==> src/rtl/ram8_arbiter.sv <==
// ram8_arbiter: shares one single-port RAM (async read, clocked write)
// between requester A and requester B using per-requester req/ack handshakes.
// The RAM command is registered; each access owns the RAM for one cycle and
// the owner is acked, with read data captured, on the closing edge.
module ram8_arbiter #(
  parameter int ADDR_W     = 15,
  parameter int DATA_W     = 8,
  parameter int FIXED_PRIO = 0
) (
  input  logic              clk,
  input  logic              reset,
  input  logic              a_req,
  input  logic              a_wr,
  input  logic [ADDR_W-1:0] a_addr,
  input  logic [DATA_W-1:0] a_wdata,
  output logic              a_ack,
  output logic [DATA_W-1:0] a_rdata,
  input  logic              b_req,
  input  logic              b_wr,
  input  logic [ADDR_W-1:0] b_addr,
  input  logic [DATA_W-1:0] b_wdata,
  output logic              b_ack,
  output logic [DATA_W-1:0] b_rdata,
  output logic              ram_en,
  output logic              ram_wr,
  output logic [ADDR_W-1:0] ram_addr,
  output logic [DATA_W-1:0] ram_din,
  input  logic [DATA_W-1:0] ram_dout
);
  localparam int   NUM_REQ = 2;
  localparam logic REQ_A   = 1'b0;
  localparam logic REQ_B   = 1'b1;
  localparam bit   FIXED   = (FIXED_PRIO != 0);

  typedef enum logic {IDLE, ACCESS} state_t;

  typedef struct packed {
    logic              wr;
    logic [ADDR_W-1:0] addr;
    logic [DATA_W-1:0] wdata;
  } cmd_t;

  cmd_t [NUM_REQ-1:0] cmd;
  logic [NUM_REQ-1:0] req;
  logic [NUM_REQ-1:0] elig;
  logic [NUM_REQ-1:0] done;

  state_t              state_q, state_d;
  logic                owner_q, owner_d;
  logic                last_q, last_d;
  logic                ram_en_q, ram_en_d;
  logic                ram_wr_q, ram_wr_d;
  logic [ADDR_W-1:0]   ram_addr_q, ram_addr_d;
  logic [DATA_W-1:0]   ram_din_q, ram_din_d;
  logic [NUM_REQ-1:0]  ack_q, ack_d;
  logic [NUM_REQ-1:0][DATA_W-1:0] rdata_q, rdata_d;

  logic gnt;
  logic sel;

  assign req    = {b_req, a_req};
  assign cmd[0] = cmd_t'{wr: a_wr, addr: a_addr, wdata: a_wdata};
  assign cmd[1] = cmd_t'{wr: b_wr, addr: b_addr, wdata: b_wdata};

  // A requester in flight or being acked this cycle does not compete.
  for (genvar i = 0; i < NUM_REQ; i++) begin : g_req
    assign done[i] = (state_q == ACCESS) & (owner_q == 1'(i));
    assign elig[i] = req[i] & ~ack_q[i] & ~done[i];
  end

  // Pick a winner: B on a tie in fixed mode, otherwise whoever did not go last.
  always_comb begin
    gnt = |elig;
    sel = REQ_A;
    if (elig[1] & (~elig[0] | FIXED | (last_q == REQ_A))) sel = REQ_B;
  end

  // Next RAM command and ownership; addr/din hold when no access issues.
  always_comb begin
    state_d    = IDLE;
    owner_d    = owner_q;
    last_d     = last_q;
    ram_en_d   = 1'b0;
    ram_wr_d   = 1'b0;
    ram_addr_d = ram_addr_q;
    ram_din_d  = ram_din_q;
    if (gnt) begin
      state_d    = ACCESS;
      owner_d    = sel;
      last_d     = sel;
      ram_en_d   = 1'b1;
      ram_wr_d   = cmd[sel].wr;
      ram_addr_d = cmd[sel].addr;
      ram_din_d  = cmd[sel].wdata;
    end
  end

  // Completion: pulse the owner's ack and latch read data for reads only.
  always_comb begin
    ack_d   = '0;
    rdata_d = rdata_q;
    for (int i = 0; i < NUM_REQ; i++) begin
      if (done[i]) begin
        ack_d[i] = 1'b1;
        if (!ram_wr_q) rdata_d[i] = ram_dout;
      end
    end
  end

  // All state registers; reset wins even over a completing access.
  always_ff @(posedge clk) begin
    if (reset) begin
      state_q    <= IDLE;
      owner_q    <= REQ_A;
      last_q     <= REQ_B;
      ram_en_q   <= 1'b0;
      ram_wr_q   <= 1'b0;
      ram_addr_q <= '0;
      ram_din_q  <= '0;
      ack_q      <= '0;
      rdata_q    <= '0;
    end else begin
      state_q    <= state_d;
      owner_q    <= owner_d;
      last_q     <= last_d;
      ram_en_q   <= ram_en_d;
      ram_wr_q   <= ram_wr_d;
      ram_addr_q <= ram_addr_d;
      ram_din_q  <= ram_din_d;
      ack_q      <= ack_d;
      rdata_q    <= rdata_d;
    end
  end

  assign a_ack    = ack_q[0];
  assign b_ack    = ack_q[1];
  assign a_rdata  = rdata_q[0];
  assign b_rdata  = rdata_q[1];
  assign ram_en   = ram_en_q;
  assign ram_wr   = ram_wr_q;
  assign ram_addr = ram_addr_q;
  assign ram_din  = ram_din_q;

endmodule

==> config.mk <==
export PLATFORM = sky130hd
export DESIGN_NAME = ram8_arbiter
export DESIGN_NICKNAME = d
export VERILOG_FILES = /design/src/rtl/ram8_arbiter.sv
export SDC_FILE = /design/constraint.sdc
export NUM_CORES = 1
export LEC_CHECK = 0
export ABC_AREA = 1
export BUFFER_PORTS_ARGS = -buffer_cell sky130_fd_sc_hd__buf_2
export CAP_MARGIN = 20
export CORE_UTILIZATION = 45
export CTS_BUF_LIST = sky130_fd_sc_hd__clkbuf_16
export DETAILED_ROUTE_END_ITERATION = 8
export PLACE_DENSITY = 0.81
export SLEW_MARGIN = 25
export SYNTH_ARGS = -nofsm -noshare
export SYNTH_HDL_FRONTEND = slang
export SYNTH_SLANG_ARGS = --single-unit
export TNS_END_PERCENT = 5
==> constraint.sdc <==
create_clock -name clk -period 1.7 [get_ports clk]
set_clock_uncertainty 0.1 [all_clocks]
set_input_delay 0.34 -clock clk [delete_from_list [all_inputs] [get_ports clk]]
set_output_delay 0.34 -clock clk [all_outputs]
set_load 0.1 [all_outputs]
## Word-level counts from Yosys, hierarchy flattened

Cells that the tools add are included.

- Bits of input ports: 60
- Memories: 0
- Output and inout bits: 43
- Bits in writable memories: 0
- Bits in registers: 45
- Bits in latches: 0
- Bits in read-only memories: 0

- Bitwise gates (word level): 17
- Reduce and logical (&&, ||, !) cells: 4
- Div/mod/pow operators: 0
- Add/subtract/negate cells: 0
- $mul: 0
- Eq/ne operators: 0
- Magnitude comparators: 1
- Mux-type cells: 6
- Shifts and indexed selects: 0

Operators with widths:

| operator | count |
|---|---|
| $mux W24 | 2 |
| $not A1 Y1 | 9 |
| $and A1 B1 Y1 | 7 |
| $mux W1 | 4 |
| $reduce_and A2 Y1 | 2 |
| $reduce_or A2 Y1 | 2 |
| $lt A1 B2 Y1 const B | 1 |
| $or A1 B1 Y1 | 1 |

## Longest topological paths before layout

- Word-level depth: 10
- Depth in mapped cells: 8
- Gate-level depth less buffers: 7

## Worst setup path after synthesis

Ideal clock, no wire load.

- Path kind: register -> register
- Start: register, netlist name ram_en
- End: register ram_addr_q[0] (netlist: ram_addr[0])
- Slack: -0.275 ns
- Library setup time: 0.061 ns
- Cell stages (with the launch flop): 8
- Arrival: 1.814 ns
- Path through: dfxtp_1 > nand2_2 > nand2_2 > nand2_1 > nor2_2 > buf_4 > nand2_1 > nand2_1

RTL lines:

| what | line | text |
|---|---|---|
| end signal: assignment | 128 | `ram_addr_q <= ram_addr_d;` |
| end: declaration | 53 | `logic [ADDR_W-1:0] ram_addr_q, ram_addr_d;` |

## Worst setup path after layout

- Start: register ram_wr_q (netlist: ram_wr)
- End: output port ram_wr

RTL lines:

| what | line | text |
|---|---|---|
| start: declaration | 52 | `logic ram_wr_q, ram_wr_d;` |
| start signal: assignment | 127 | `ram_wr_q <= ram_wr_d;` |
| end: declaration | 25 | `output logic ram_wr,` |

No word-level cell between the ends.

==> results.md <==
* **result of the run** finished, final reports clean
* **post-route minimum period** 1.514 ns
* **global-route wire length before repair** 8.135 mm
* **dominant synthesized flop cell** dfxtp_1
* **number of gates on the worst path with buffers counted** 1
* **via-per-instance ratio** 4.555
* **vertical extent of the die** 69.14 µm
* **netlist area before placement** 2028 µm²
* **die footprint** 4780 µm²
* **synthesized instance count** 295
* **Core Rows** 24
* **f_max** 0.6606 GHz
* **startpoint type of the worst setup path** register
* **max-slew violation count** 0
* **Post-Route Setup TNS** 0 ns
* **final net count** 461
* **most instantiated library cell after synthesis** nand2_1
* **routed wire length** 4.678 mm
* **number of flops mapped to enable cells by yosys** 0
* **pin count of the biggest net entering global routing** 27
* **Yosys Warn Count** 0
* **Max Buffers Root-to-Sink** 2
* **setup fix buffers added after clock tree synthesis** 0
* **initial antenna violation count** 0
* **static leakage** 1.647 nW
* **worst-path cell chain** buf_2
* **remaining antenna violation count** 0
* **initial core utilization** 0.4658
* **Maximum Capacitance Violations** 0
* **number of synthesized register bits** 45
* **commonest cells in the netlist** 72 x nand2_1, 61 x inv_1, 49 x nand3_1, 45 x dfxtp_1, 19 x nor2_1
* **headroom to the max-slew limit** 0.6668
* **area of the core** 4354 µm²
* **final design area excluding fillers** 2744 µm²
* **total power density per cell area** 1262 nW/µm²
* **net count after synthesis** 355
* **clock slew at reported path FFs** 0.06 ns
* **CTS tree** done
* **CP Buf/Inv Count** 1
* **cts bufs inserted** 5
* **fraction of the yosys area taken by sequential cells** 0.4442
* **average instance area after synthesis** 6.875 µm²
* **number of buffers inserted by hold repair at cts** 0
* **via count of the first global-routing pass** 1,928
* **proportion of netlist area held by the largest area contributor** 0.4442
* **Port Buf Inserts** 102
* **sort of element at the end of the critical path** primary output
* **depth of the worst register-to-register path** 4
* **post-synthesis cell type count** 17
* **total clock sinks** 45
* **chip width** 69.14 µm
* **GRT Util Overall** 0.2050
* **Routability Congestion** 0.7841
* **critical path data arrival time** 1.07 ns
* **worst hold path stage count** 3
* **CP Max Fanout** 3
* **buffer cell driving the clock tree root** clkbuf_16
* **number of vias after detailed routing** 2,068
* **Max stage delay cell, worst path** buf_2
* **Detail Placement HPWL** 3.505 mm
* **detailed-router iteration count before antenna repair** 4
* **P&R area growth vs syn** 35.29%
* **delay-heaviest family, CP** buffers and inverters
* **detailed-route wire length per cell** 10.30 µm
* **slack of the critical path** 0.1862 ns
* **share of flip-flops with an asynchronous set or reset after synthesis** 0
* **RSZ-0062 raised after global routing** false
* **final count of hold timing violations** 0
* **VDD IR-drop max** 0.5938 mV
* **Final Hold Slack** 0.2054 ns
* **share of final-layout standard cells stronger than drive strength 1** 0.3234
* **DP Area** 2581 µm²
* **number of H-tree branching levels** 2
* **grt ovf** 0
* **period utilisation layout** 0.8905
* **final std cells w/o fill** 454
* **HP Class** primary input to register
* **cell taking the most area after synthesis** dfxtp_1
* **cells taking the most area after synthesis** dfxtp_1 44%, nand2_1 13%, nand3_1 12%
* **count of antenna diodes in the layout** 0
* **initial detailed-routing violation count** 78
* **DRC violation count after routing** 0
* **final count of negative-setup-slack endpoints** 0
* **PostCTS Resize Cnt** 0
* **CP required** 1.26 ns
* **# IOs** 103
* **post-placement cell count** 446
* **critical setup path kind** register to primary output
* **Tightest Pin Transition** 0.5033 ns
* **Skew-Pair Late Insertion Delay** 0.28 ns
* **Worst path max stage delay** 0.44 ns
* **pre-CTS setup slack** 0.2900 ns
==> cell usage in the layout, fill, tap and decap left out <==
master,count
inv_2,1
nand3_2,2
buf_4,9
bufinv_16,1
buf_2,102
dfxtp_2,3
nand2_4,1
dfxtp_1,42
a21oi_1,10
nand2_1,72
inv_1,62
o21ai_0,17
clkbuf_16,5
a21oi_4,1
nor2_1,19
nor2_2,2
nand2_2,3
nand3_1,49
clkinv_1,1
==> final cells by class <==
type	instances	area, µm²
fillers	393	1610
clock inverters	3	37.54
multi-input cells	176	800.8
repair buffers	111	578.1
inverters	62	232.7
well taps	52	65.06
clock buffers	5	125.1
flip-flops and latches	45	904.6
==> where the power goes <==
part / internal (mW) / switching (mW)
clock network: 0.682 / 0.367
logic: 0.224 / 0.977
registers: 1.16 / 0.0529
total: 2.07 / 1.40
==> kinds of logic (layout without fill, tap and decap cells) <==
kind of cell / count (synthesis) / in the layout / share of synthesized area
and+or+nand+nor: 148 / 148 / 0.3202
DFF: 45 / 45 / 0.4442
AOI/OAI and AO/OA: 28 / 28 / 0.07465
buffers and inverters: 74 / 181 / 0.1610
==> worst paths after layout <==
kind | startpoint | to | slack [ns]
worst min register to register | a_rdata[0] | a_rdata[0] | 0.34
worst min-delay path | ram_dout[7] | b_rdata[7] | 0.21
worst max-delay path | ram_wr | ram_wr | 0.19
worst max register to register | owner_q | a_rdata[5] | 0.37
==> flip-flops by register name (all words and copies together), names as in the netlist <==
| name | count |
|---|---|
| ram_en | 1 |
| ram_wr | 1 |
| a_rdata | 8 |
| ack_q | 2 |
| ram_addr | 15 |
| ram_din | 8 |
| last_q | 1 |
| b_rdata | 8 |
| owner_q | 1 |
==> stage by stage <==
| step | total power [mW] | util |
|---|---|---|
| 6_report | 3.462 | 0.6302 |
| 5_1_grt | 3.621 | 0.6302 |
| 2_1_floorplan | 2.220 | - |
| 3_5_place_dp | 2.442 | 0.5928 |
| 3_3_place_gp | 2.428 | 0.5928 |
| 4_1_cts | 3.503 | 0.6302 |
==> worst reg2reg max path, stage by stage (launching register included) <==
cell and delay (ns):
dfxtp_1 0.32, inv_1 0.08, nand3_1 0.34, o21ai_0 0.30
a21oi_1 0.06
==> per-layer routing <==
layer	routed length (µm)	vias up	track usage
met4	67	0	0.07937
li1	-	1106	-
met3	320	7	0.04532
met2	2147	74	0.3614
met5	0	-	0
met1	2143	881	0.2401
Power figures use the tool's default switching activity.
